$ cat src/rtl/vc_tie_fifo.sv
// vc_tie_fifo: multi-virtual-channel input buffer for a NoC router port.
// NUM_VC independent circular FIFOs share one write port and one read port.
// The block reports per-VC full, almost-full and empty flags, returns one credit
// per dequeue, and raises one-cycle overflow and underflow error pulses.
// Optional feature macro: VC_TIE_FIFO_BYPASS_EN. When it is defined, a flit written
// to an empty VC can be read or peeked in the same cycle it is written.
module vc_tie_fifo #(
  parameter int DATA_WIDTH   = 32,
  parameter int Q_DEPTH_BITS = 3,
  parameter int NUM_VC       = 4,
  parameter int AF_MARGIN    = 2,
  localparam int VC_BITS     = $clog2(NUM_VC)
) (
  input  logic                  clk,
  input  logic                  reset,
  input  logic                  ON,
  input  logic                  wr_en,
  input  logic [VC_BITS-1:0]    wr_vc,
  input  logic [DATA_WIDTH-1:0] write_data,
  input  logic                  rd_en,
  input  logic [VC_BITS-1:0]    rd_vc,
  input  logic                  peek,
  output logic [DATA_WIDTH-1:0] read_data,
  output logic [NUM_VC-1:0]     full,
  output logic [NUM_VC-1:0]     almost_full,
  output logic [NUM_VC-1:0]     empty,
  output logic                  credit_valid,
  output logic [VC_BITS-1:0]    credit_vc,
  output logic                  overflow_err,
  output logic                  underflow_err
);

  localparam int DEPTH = 1 << Q_DEPTH_BITS;
  localparam int CNT_W = Q_DEPTH_BITS + 1;
  localparam logic [CNT_W-1:0] CNT_FULL = CNT_W'(DEPTH);
  localparam logic [CNT_W-1:0] CNT_AF   = CNT_W'(DEPTH - AF_MARGIN);

  logic [DATA_WIDTH-1:0]   mem     [NUM_VC][DEPTH];
  logic [Q_DEPTH_BITS-1:0] front_q [NUM_VC];
  logic [Q_DEPTH_BITS-1:0] rear_q  [NUM_VC];
  logic [CNT_W-1:0]        count_q [NUM_VC];

  logic              rd_cnt_zero;
  logic              wr_vc_full;
  logic              bypass_hit;
  logic              bypass_consume;
  logic              wr_acc;
  logic              wr_store;
  logic              rd_acc;
  logic              credit_next;
  logic              overflow_next;
  logic              underflow_next;
  logic [NUM_VC-1:0] wr_sel;
  logic [NUM_VC-1:0] rd_sel;

  // Decode this cycle's write/read acceptance using the counts before the clock edge.
  always_comb begin
    rd_cnt_zero = (count_q[rd_vc] == '0);
    wr_vc_full  = (count_q[wr_vc] == CNT_FULL);
`ifdef VC_TIE_FIFO_BYPASS_EN
    bypass_hit  = ON & wr_en & (rd_en | peek) & (wr_vc == rd_vc) & rd_cnt_zero;
`else
    // Without bypass, a peek only looks at stored data and never changes state.
    bypass_hit  = ON & wr_en & peek & 1'b0;
`endif
    bypass_consume = bypass_hit & rd_en;
    wr_acc         = ON & wr_en & ~wr_vc_full;
    wr_store       = wr_acc & ~bypass_consume;
    rd_acc         = ON & rd_en & ~rd_cnt_zero;
    credit_next    = rd_acc | bypass_consume;
    overflow_next  = ON & wr_en & wr_vc_full;
    underflow_next = ON & rd_en & rd_cnt_zero & ~bypass_consume;
    for (int v = 0; v < NUM_VC; v++) begin
      wr_sel[v] = wr_store & (wr_vc == VC_BITS'(v));
      rd_sel[v] = rd_acc & (rd_vc == VC_BITS'(v));
    end
  end

  // Drive the per-VC status flags and the head flit, with the reset-time values forced.
  always_comb begin
    full        = '0;
    almost_full = '0;
    empty       = '1;
    read_data   = '0;
    if (!reset) begin
      for (int v = 0; v < NUM_VC; v++) begin
        full[v]        = (count_q[v] == CNT_FULL);
        almost_full[v] = (count_q[v] >= CNT_AF);
`ifdef VC_TIE_FIFO_BYPASS_EN
        empty[v]       = (count_q[v] == '0) & ~(wr_en & (wr_vc == VC_BITS'(v)));
`else
        empty[v]       = (count_q[v] == '0);
`endif
      end
      if (bypass_hit) begin
        read_data = write_data;
      end else begin
        read_data = mem[rd_vc][front_q[rd_vc]];
      end
    end
  end

  // Advance the pointers and counts, and register the credit and error pulses.
  always_ff @(posedge clk) begin
    if (reset) begin
      for (int v = 0; v < NUM_VC; v++) begin
        front_q[v] <= '0;
        rear_q[v]  <= '0;
        count_q[v] <= '0;
      end
      credit_valid  <= 1'b0;
      credit_vc     <= '0;
      overflow_err  <= 1'b0;
      underflow_err <= 1'b0;
    end else begin
      for (int v = 0; v < NUM_VC; v++) begin
        if (wr_sel[v]) begin
          rear_q[v] <= rear_q[v] + 1'b1;
        end
        if (rd_sel[v]) begin
          front_q[v] <= front_q[v] + 1'b1;
        end
        if (wr_sel[v] && !rd_sel[v]) begin
          count_q[v] <= count_q[v] + 1'b1;
        end else if (!wr_sel[v] && rd_sel[v]) begin
          count_q[v] <= count_q[v] - 1'b1;
        end
      end
      credit_valid  <= credit_next;
      if (credit_next) begin
        credit_vc <= rd_vc;
      end
      overflow_err  <= overflow_next;
      underflow_err <= underflow_next;
    end
  end

  // Store accepted flits at the tail of their VC; storage itself is never cleared.
  always_ff @(posedge clk) begin
    if (!reset && wr_store) begin
      mem[wr_vc][rear_q[wr_vc]] <= write_data;
    end
  end

endmodule
$ cat config.mk
export PLATFORM = sky130hd
export DESIGN_NAME = vc_tie_fifo
export DESIGN_NICKNAME = d
export VERILOG_FILES = /design/src/rtl/vc_tie_fifo.sv
export SDC_FILE = /design/constraint.sdc
export NUM_CORES = 1
export LEC_CHECK = 0
export CAP_MARGIN = 30
export CORE_UTILIZATION = 40
export CTS_BUF_LIST = sky130_fd_sc_hd__clkbuf_4 sky130_fd_sc_hd__clkbuf_8
export CTS_CLUSTER_DIAMETER = 40
export DETAILED_ROUTE_END_ITERATION = 6
export HOLD_SLACK_MARGIN = 0.1
export PLACE_DENSITY = 0.63
export SLEW_MARGIN = 20
export SYNTH_ARGS = -nofsm -noshare
export SYNTH_HDL_FRONTEND = slang
export SYNTH_SLANG_ARGS = --single-unit
$ cat constraint.sdc
create_clock -name clk -period 6.2 [get_ports clk]
set_input_delay 1.55 -clock clk [delete_from_list [all_inputs] [get_ports clk]]
set_output_delay 1.55 -clock clk [all_outputs]
set_load 0.01 [all_outputs]
==> run_results.csv, run 1 <==
group,metric,value,unit
setup_path,path_common_cell,"a21oi_1",
timing,maxSlewViolCount,0,
clock_tree,postCtsSetupBuffers,0,
clock_tree,cts_tree,"done",
setup_path,required,4.65,ns
clock_tree,root_buffer,"clkbuf_8",
finish,drive_above_1_share,28.2,%
timing,rsz0062_at_grt,"false",
floorplan,die_w,328,µm
placement,gp_congestion,0.742,
timing,period_needed,5.97,ns
finish,nFillCells,8597,
placement,dp_hpwl,50900,µm
timing,skew,0.0239,ns
setup_path,cpMaxStageDelayCell,"mux4_4",
timing,setup_tns,0,ns
finish,layout_common_cells,"1064 x edfxtp_1, 260 x mux4_2, 166 x clkbuf_8",
floorplan,core_area,105000,µm²
global_route,antenna_found_initial,11,
drt,drc,0,
global_route,grt_pass1_vias,21500,
timing,slew_headroom,38.0,%
synthesis,synth-async-reset-ratio,0,%
synthesis,synth_seq_area_share,75.5,%
synthesis,yosysWarnings,0,
clock_tree,ctsHoldBuffers,0,
synthesis,syn_avg_cell_area,21.0,µm²
floorplan,num_rows,119,
setup_path,start_kind,"primary input",
power_and_ir_drop,peakVddDrop,0.175,mV
drt,dr.pass1.iters,5,
power_and_ir_drop,power,14.6,mW
setup_path,cp_max_fo,24,
floorplan,pin_count,91,
setup_path,r2r_setup_slack,2.70,ns
setup_path,crit_buf_inv,4,
floorplan,die-area,107000,µm²
global_route,grt_max_degree,117,
placement,dp_slack,0.262,ns
timing,worst_pin_slew,0.926,ns
drt,wire_per_inst,26.0,µm
timing,fmax,0.167,GHz
timing,hold_violations,0,
finish,final_common_cell,"edfxtp_1",
drt,wl,98100,µm
min_path,holdCritPathClass,"reg2reg",
floorplan,initial_core_util,40.3,%
placement,portBuffers,89,
power_and_ir_drop,p_leak,15.4,nW
drt,viasPerCell,5.52,
clock_tree,clk_latency,0.83,ns
drt,vias,20900,
status,outcome,"finished clean",
synthesis,syn_inst,2019,
finish,nNetsFinal,2328,
power_and_ir_drop,powerDensity,297,nW/µm²
clock_tree,clk_pin_slew_worst_paths,0.06,ns
setup_path,crit_chain,"buf_8 > mux4_4 > buf_12 > buf_4 > nor2b_1 > a211oi_1 > a21oi_1 > a21oi_1 > nor2_1 > clkdlybuf4s50_1",
timing,finalWorstSetupSlack,0.229,ns
clock_tree,clock_sinks,1069,
setup_path,end_kind,"output port",
placement,place_inst,3462,
drt,ant_nets,0,
min_path,hp-start,"credit_vc[1]",
finish,instances_no_fill,3777,
global_route,grt_pass1_wl,143000,µm
clock_tree,cts_buffers,164,
timing,finalCritPeriodShare,96.3,%
drt,drtIter0Drc,1918,
synthesis,synth_cell_types,47,
synthesis,synth_edf_count,1064,
clock_tree,cts_buffer_depth,3,
setup_path,r2r_start,"count_q[1][1]",
timing,setup_viol,0,
floorplan,fp.dieH,328,µm
finish,fin_util,46.6,%
setup_path,critical_path.startpoint,"rd_vc[1]",
finish,syn_to_final_growth,15.7,%
global_route,gr-total-overflow,0,
clock_tree,htree_levels,4,
global_route,grtUsageTotal,18.4,%
setup_path,worstPathArrival,4.42,ns
synthesis,ys_ff_latch,1069,
job,drv_cap,0,
synthesis,synth_fp_nets,2081,
synthesis,synth_area,42400,µm²
clock_tree,postCtsResizedCells,0,
synthesis,synth_flop_cell,"edfxtp_1",
setup_path,slowest_delay,0.75,ns
setup_path,critPathKind,"in2out",
setup_path,crit_family,"buffers and inverters",
power breakdown:
group / total (mW) / switching, mW / internal (mW)
clock network: 5.60 / 2.66 / 2.94
registers: 8.00 / 0.0188 / 7.98
logic: 0.968 / 0.551 / 0.417
logic make-up (layout without fill, tap and decap cells):
logic type | count (synthesis) | after routing | share of synthesized area (%)
buffers and inverters | 133 | 499 | 1.70
muxes | 334 | 334 | 15.6
and+or+nand+nor | 244 | 244 | 2.85
other | 0 | 1 | 0
AOI/OAI and AO/OA | 205 | 205 | 3.34
adders and majority gates | 20 | 20 | 0.643
xor gates and xnor gates | 14 | 14 | 0.289
DFF | 1069 | 1069 | 75.5
worst paths after layout:
check | endpoint | cells past startpoint
worst min register to register | credit_vc[1] | 2
worst min-delay path | credit_vc[1] | 2
worst max register to register | count_q[1][3] | 12
worst max-delay path | read_data[5] | 10
worst min-delay path: cells and delay by family, from the launching register on:
| family | cells | cell delay (ns) |
|---|---|---|
| simple gates | 1 | 0.07 |
| flops | 1 | 0.33 |
| mux | 1 | 0.07 |
stage by stage:
stage,cell area [µm²],hold slack (ns)
global placement,45600,0.480
floorplan,42400,0.536
global route,49100,0.558
detailed placement,45600,0.506
finish,49100,0.509
CTS,48700,0.520
cell type report:
| type | count | area (µm²) | share of cell area (%) |
|---|---|---|---|
| flip-flops and latches | 1069 | 32100 | 65.3 |
| diodes | 1 | 2.50 | 0.00510 |
| clock inverters | 75 | 504 | 1.03 |
| repair buffers | 198 | 2210 | 4.51 |
| inverters | 16 | 60.1 | 0.122 |
| clock buffers | 210 | 2620 | 5.33 |
| multi-input cells | 817 | 9910 | 20.2 |
| well taps | 1391 | 1740 | 3.55 |
synthesized netlist by cell type (4+ instances only):
| library cell | count | area share (%) |
|---|---|---|
| buf_2 | 35 | 0.41 |
| edfxtp_1 | 1064 | 75 |
| and3_1 | 10 | 0.15 |
| nor4_1 | 7 | 0.10 |
| a211oi_1 | 99 | 1.8 |
| a21o_1 | 6 | 0.11 |
| buf_4 | 27 | 0.48 |
| mux2i_1 | 67 | 1.6 |
| dfxtp_1 | 5 | 0.24 |
| mux2_1 | 4 | 0.11 |
| nor2_1 | 106 | 0.94 |
| a21oi_1 | 72 | 0.85 |
| nand3_1 | 6 | 0.071 |
| xnor2_1 | 11 | 0.23 |
| inv_1 | 16 | 0.14 |
| o21ai_0 | 12 | 0.14 |
| buf_6 | 10 | 0.27 |
| clkbuf_1 | 42 | 0.37 |
| ha_1 | 17 | 0.50 |
| nor2b_1 | 69 | 1.0 |
| mux4_2 | 263 | 14 |
| nand2_1 | 17 | 0.15 |
| nor3_1 | 7 | 0.083 |
| nand2b_1 | 5 | 0.074 |
metal layers:
metal,wire length [µm],part of all wire [%],global-route usage (%)
met3,7280,7.4,4.60
met2,47500,48,29.5
met4,2010,2.0,5.80
met1,41300,42,24.7
met5,106,0.11,0
state kept, by name (all words and copies together) (netlist names):
name and count:
count_q 16, credit_valid 1, credit_vc 2, front_q 12, mem 1024, overflow_err 1, rear_q 12, underflow_err 1
(Power assumes the default switching activity.)
==> run 2, diff against run 1 <==
--- a/config.mk
+++ b/config.mk
@@ -6,12 +6,15 @@
 export NUM_CORES = 1
 export LEC_CHECK = 0
 export CAP_MARGIN = 30
-export CORE_UTILIZATION = 40
+export CELL_PAD_IN_SITES_DETAIL_PLACEMENT = 0
+export CELL_PAD_IN_SITES_GLOBAL_PLACEMENT = 2
+export CORE_UTILIZATION = 55
 export CTS_BUF_LIST = sky130_fd_sc_hd__clkbuf_4 sky130_fd_sc_hd__clkbuf_8
 export CTS_CLUSTER_DIAMETER = 40
 export DETAILED_ROUTE_END_ITERATION = 6
 export HOLD_SLACK_MARGIN = 0.1
-export PLACE_DENSITY = 0.63
+export MAX_ROUTING_LAYER = met4
+export PLACE_DENSITY = 0.95
 export SLEW_MARGIN = 20
 export SYNTH_ARGS = -nofsm -noshare
 export SYNTH_HDL_FRONTEND = slang
==> run 2 against run 1 <==
Net effect: sequential share of layout area grew 0.45 points; flip-flop and latch count did not move; core utilization is 17 points higher; largest power group unchanged; sequential power hardly changed; die area decreased by 27%.
==> run_results.csv, run 2 (synthesis results as in run 1) <==
group,metric,value,unit
status,outcome,"finished clean",
clock_tree,root_buffer,"clkbuf_8",
power_and_ir_drop,comb_power_share,6.7,%
finish,seq_area,32100,µm²
finish,final_common_cell,"edfxtp_1",
power_and_ir_drop,p_leak,15.5,nW
drt,ant_nets,0,
global_route,antenna_found_initial,6,
drt,wire_per_inst,27.0,µm
setup_path,slowest_delay,0.78,ns
power_and_ir_drop,peakVddDrop,0.223,mV
setup_path,required,4.65,ns
finish,multi_input_area,9910,µm²
finish,nFillCells,4916,
timing,maxSlewViolCount,0,
setup_path,crit_family,"buffers and inverters",
timing,finalCritPeriodShare,95.8,%
finish,layout_common_cells,"1064 x edfxtp_1, 260 x mux4_2, 166 x clkbuf_8",
global_route,grtUsageTotal,24.9,%
drt,drtIter0Drc,2201,
global_route,gr-total-overflow,0,
power_and_ir_drop,swShare,22.0,%
job,drv_cap,0,
power_and_ir_drop,p_int,11.4,mW
clock_tree,cts_buffers,164,
power_and_ir_drop,p_clk_share,38.7,%
clock_tree,cts_buffer_depth,3,
global_route,grt_max_degree,83,
finish,largest_reg_flops,1024,
setup_path,crit_chain,"buf_8 > mux4_4 > buf_12 > nor2b_1 > a211oi_1 > a21oi_1 > a21oi_1 > nor2_1 > clkdlybuf4s50_1",
floorplan,die-area,78300,µm²
drt,dr.pass1.iters,6,
timing,setup_viol,0,
floorplan,core_area,76100,µm²
floorplan,num_rows,101,
clock_tree,postCtsSetupBuffers,0,
timing,hold_ws,0.505,ns
timing,setup_tns,0,ns
setup_path,cp_max_fo,63,
timing,rsz0062_at_grt,"false",
setup_path,crit_buf_inv,3,
clock_tree,clock_sinks,1069,
setup_path,start_kind,"primary input",
power_and_ir_drop,p_seq_share,54.6,%
timing,slew_headroom,36.6,%
floorplan,pin_count,91,
floorplan,fp.dieH,280,µm
setup_path,end_kind,"output port",
global_route,grt_pass1_wl,136000,µm
timing,worst_pin_slew,0.948,ns
setup_path,cpMaxStageDelayCell,"mux4_4",
finish,nNetsFinal,2335,
finish,syn_to_final_growth,14.9,%
setup_path,path_common_cell,"a21oi_1",
clock_tree,clk_latency,0.83,ns
finish,drive_above_1_share,28.2,%
min_path,holdCritPathClass,"reg2reg",
drt,viasPerCell,6.09,
placement,portBuffers,89,
finish,fin_util,64.1,%
power_and_ir_drop,powerDensity,300,nW/µm²
global_route,grt_pass1_vias,21700,
clock_tree,htree_levels,4,
clock_tree,cts_tree,"done",
floorplan,die_w,280,µm
timing,hold_violations,0,
floorplan,initial_core_util,55.8,%
drt,vias,20900,
setup_path,worstPathArrival,4.39,ns
power_and_ir_drop,switchingPower,3.23,mW
clock_tree,clk_pin_slew_worst_paths,0.06,ns
drt,wl,92700,µm
placement,gp_congestion,0.776,
placement,dp_hpwl,52300,µm
timing,skew,0.0506,ns
setup_path,critPathKind,"in2out",
drt,drc,0,
timing,period_needed,5.94,ns
clock_tree,ctsHoldBuffers,0,
timing,fmax,0.168,GHz
clock_tree,postCtsResizedCells,0,
-- run 2: cell types whose count changed in the layout (fill, tap and decap cells not counted), sizes merged --
cell | before | now
diode | 1 | 5
inv | 26 | 23
clkinv | 58 | 61
clkbuf | 210 | 208
bufinv | 4 | 6
buf | 113 | 120
clkinvlp | 3 | 5
-- run 2: area by class of cell --
cell class / count / area share [%]
Inverter: 16 / 0.123
Sequential cell: 1069 / 65.7
Tap cell: 1030 / 2.64
Timing Repair Buffer: 205 / 4.61
Clock buffer: 208 / 5.33
Multi-Input combinational cell: 817 / 20.3
Clock inverter: 79 / 1.21
Antenna cell: 5 / 0.0257
-- run 2: power groups by stage --
| stage | Sequential (mW) | Clock [mW] | Combinational [mW] |
|---|---|---|---|
| CTS | 8.01 | 5.77 | 0.946 |
| finish | 8.00 | 5.67 | 0.974 |
| global route | 8.00 | 6.05 | 1.04 |
| global placement | 8.15 | 0 | 0.920 |
| floorplan | 8.15 | 0 | 0.564 |
| detailed placement | 8.16 | 0 | 0.943 |
-- run 2: path summary, 6_finish.rpt --
kind / startpoint / end / slack, ns / cells after the start
max: rd_vc[1] / read_data[18] / 0.26 / 9
min: credit_vc[1] / credit_vc[1] / 0.51 / 2
min reg2reg: credit_vc[1] / credit_vc[1] / 0.51 / 2
max reg2reg: count_q[1][1] / count_q[0][3] / 2.65 / 12
-- run 2: worst register-to-register path, stage by stage, from the launching register on --
cell and delay [ns]:
edfxtp_1 0.45, nor4_1 0.62, o22a_1 0.42, a211oi_4 0.17, nand2_1 0.19, or2_1 0.21, inv_1 0.10, ha_1 0.29
a21o_1 0.18, a21oi_1 0.18, xnor2_1 0.15, mux2_1 0.34, nor2_1 0.09
-- run 2: metal layers --
layer  track usage [%]  vias to the layer above  share of wire (%)
li1                  -                     8940                  -
met1              31.7                    10800                 38
met2              40.2                      948                 51
met3              5.36                      165                8.3
met4              8.65                        0                2.6
met5                 -                        -                  0
-- run 2: through the flow --
stage / power, mW / instances / area, µm² / setup WS [ns]
2_1_floorplan: 8.71 / 2019 / 42400 / 1.45
3_3_place_gp: 9.07 / 3107 / 45100 / 0.262
3_5_place_dp: 9.10 / 3107 / 45100 / 0.263
4_1_cts: 14.7 / 3394 / 48300 / 0.244
5_1_grt: 15.1 / 3428 / 48800 / 0.134
6_report: 14.6 / 3429 / 48800 / 0.258
==> run 3, diff against run 2 <==
--- a/config.mk
+++ b/config.mk
@@ -12,9 +12,11 @@
 export CTS_BUF_LIST = sky130_fd_sc_hd__clkbuf_4 sky130_fd_sc_hd__clkbuf_8
 export CTS_CLUSTER_DIAMETER = 40
 export DETAILED_ROUTE_END_ITERATION = 6
+export GPL_TIMING_DRIVEN = 0
 export HOLD_SLACK_MARGIN = 0.1
 export MAX_ROUTING_LAYER = met4
 export PLACE_DENSITY = 0.95
+export RECOVER_POWER = 100
 export SLEW_MARGIN = 20
 export SYNTH_ARGS = -nofsm -noshare
 export SYNTH_HDL_FRONTEND = slang
==> run 3 against run 2 <==
Net effect: via count increased by 4.0%; cell area shrank 1.6%; first-iteration DRC count grew 14%; die area unchanged; clock power down 1%; critical path depth up 2; core utilization fell by 1.0 points; total power down 0.15%; the run now ends with max-capacitance violations, max-slew violations, negative setup slack left; clock skew shrank 0.014 ns; sequential power hardly changed; routed wire length up 6.5%.
==> run_results.csv, run 3 (synthesis results as in run 1) <==
group,metric,value,unit
global_route,antenna_found_initial,2,
drt,dr.pass1.iters,5,
power_and_ir_drop,powerDensity,305,nW/µm²
timing,slew_headroom,-30.8,%
setup_path,worstPathArrival,4.65,ns
clock_tree,htree_levels,4,
drt,viasPerCell,6.24,
timing,fmax,0.161,GHz
global_route,grtUsageTotal,26.7,%
floorplan,num_rows,101,
finish,instances_no_fill,3482,
timing,period_needed,6.20,ns
power_and_ir_drop,peakVddDrop,0.251,mV
status,violations,"max-capacitance violations, max-slew violations, negative setup slack",
finish,layout_common_cells,"1064 x edfxtp_1, 263 x mux4_2, 166 x clkbuf_8",
finish,multi_input_area,9650,µm²
drt,wl,98700,µm
global_route,grt_pass1_wl,144000,µm
floorplan,die-area,78300,µm²
timing,rsz0062_at_grt,"true",
finish,syn_to_final_growth,13.1,%
drt,drtIter0Drc,2501,
global_route,grt_pass1_vias,22500,
job,drv_cap,33,
timing,finalCritPeriodShare,100,%
clock_tree,clock_sinks,1069,
drt,wire_per_inst,28.3,µm
finish,largest_reg_flops,1024,
setup_path,required,4.65,ns
clock_tree,cts_buffers,165,
placement,portBuffers,87,
finish,nNetsFinal,2393,
finish,nFillCells,5106,
timing,finalWorstSetupSlack,-0.00478,ns
floorplan,initial_core_util,55.8,%
floorplan,core_area,76100,µm²
clock_tree,cts_tree,"done",
placement,place_inst,3177,
placement,gp_congestion,0.851,
timing,setup_viol,1,
placement,dp_slack,-0.211,ns
clock_tree,root_buffer,"clkbuf_8",
drt,drc,0,
timing,skew,0.0370,ns
finish,drive_above_1_share,25.8,%
timing,worst_pin_slew,1.95,ns
timing,hold_ws,0.514,ns
floorplan,fp.dieH,280,µm
finish,final_common_cell,"edfxtp_1",
floorplan,die_w,280,µm
drt,ant_nets,0,
finish,seq_area,32100,µm²
clock_tree,postCtsSetupBuffers,0,
min_path,holdCritPathClass,"reg2reg",
placement,dp_hpwl,67700,µm
power_and_ir_drop,p_leak,15.3,nW
global_route,gr-total-overflow,0,
clock_tree,cts_buffer_depth,3,
setup_path,end_kind,"output port",
clock_tree,clk_pin_slew_worst_paths,0.06,ns
status,outcome,"complete, but fails checks",
timing,hold_violations,0,
floorplan,pin_count,91,
setup_path,cp_max_fo,10,
setup_path,start_kind,"primary input",
setup_path,critPathKind,"in2out",
drt,vias,21700,
clock_tree,clk_latency,0.84,ns
timing,maxSlewViolCount,466,
global_route,grt_max_degree,33,
## run 3: cell types whose count changed in the layout (fill, tap and decap cells not counted), sizes merged, moves of 3 or more
| cell | change |
|---|---|
| clkinv | -4 |
| clkdlybuf4s50 | -49 |
| clkbuf | +118 |
| diode | -3 |
| buf | -50 |
| bufinv | -4 |
| inv | +3 |
| dlygate4sd3 | +41 |
## run 3: repair_timing
| action | CTS | global route |
|---|---|---|
| hold buffers | 0 | 0 |
| gates resized for setup | 14 | 20 |
| pin swaps | 0 | 0 |
| setup endpoints to repair | 16 | 16 |
| hold endpoints to repair | 0 | 0 |
## run 3: final cells by class
cell class / instances / area share [%]
buffer: 115 / 1.41
sequential: 1069 / 66.8
antenna: 2 / 0.0104
multi-input combinational: 817 / 20.1
clock inverter: 72 / 0.993
inverter: 16 / 0.125
clock buffer: 214 / 5.51
timing repair buffer: 147 / 2.36
tap: 1030 / 2.69
## run 3: stage by stage
stage | area, µm² | power [mW] | setup TNS, ns | utilization [%]
after floorplan | 42400 | 8.71 | 0 | -
after global placement | 44600 | 9.14 | -335.94 | 58.6
final | 48000 | 14.6 | -0.00478 | 63.1
after global routing | 48000 | 15.0 | -0.00186 | 63.1
after CTS | 48900 | 14.7 | 0 | 64.3
after detailed placement | 45800 | 9.19 | -1.94 | 60.1
## run 3: worst paths after layout
check	start	end	slack (ns)	cells past startpoint
setup / recovery	rd_vc[1]	read_data[8]	-0.005	11
hold / removal	credit_vc[0]	credit_vc[0]	0.51	2
setup reg to reg	count_q[3][3]	mem[0][231]	1.36	7
hold reg to reg	credit_vc[0]	credit_vc[0]	0.51	2
## run 3: where the power goes
group / switching, mW / internal [mW] / total [mW] / leakage (nW)
logic: 0.638 / 0.386 / 1.02 / 4.04
registers: 0.0198 / 7.99 / 8.01 / 9.66
clock network: 2.69 / 2.90 / 5.59 / 1.63
total: 3.35 / 11.3 / 14.6 / 15.3
## run 3: critical path: stages
cell and delay (ns):
buf_6 0.12, buf_4 0.29, clkbuf_1 0.34, buf_6 0.25, buf_2 0.32, mux4_2 0.34
mux2i_1 0.22, a21oi_1 0.20, a21oi_1 0.40, nor2_1 0.09, clkdlybuf4s50_1 0.49
## run 3: routing by layer
layer / part of all wire [%] / routed length, µm / track usage, %
met1: 37 / 36900 / 34.1
met2: 49 / 48700 / 42.0
met3: 10 / 10300 / 7.09
met4: 2.8 / 2800 / 8.83
met5: 0 / 0 / -
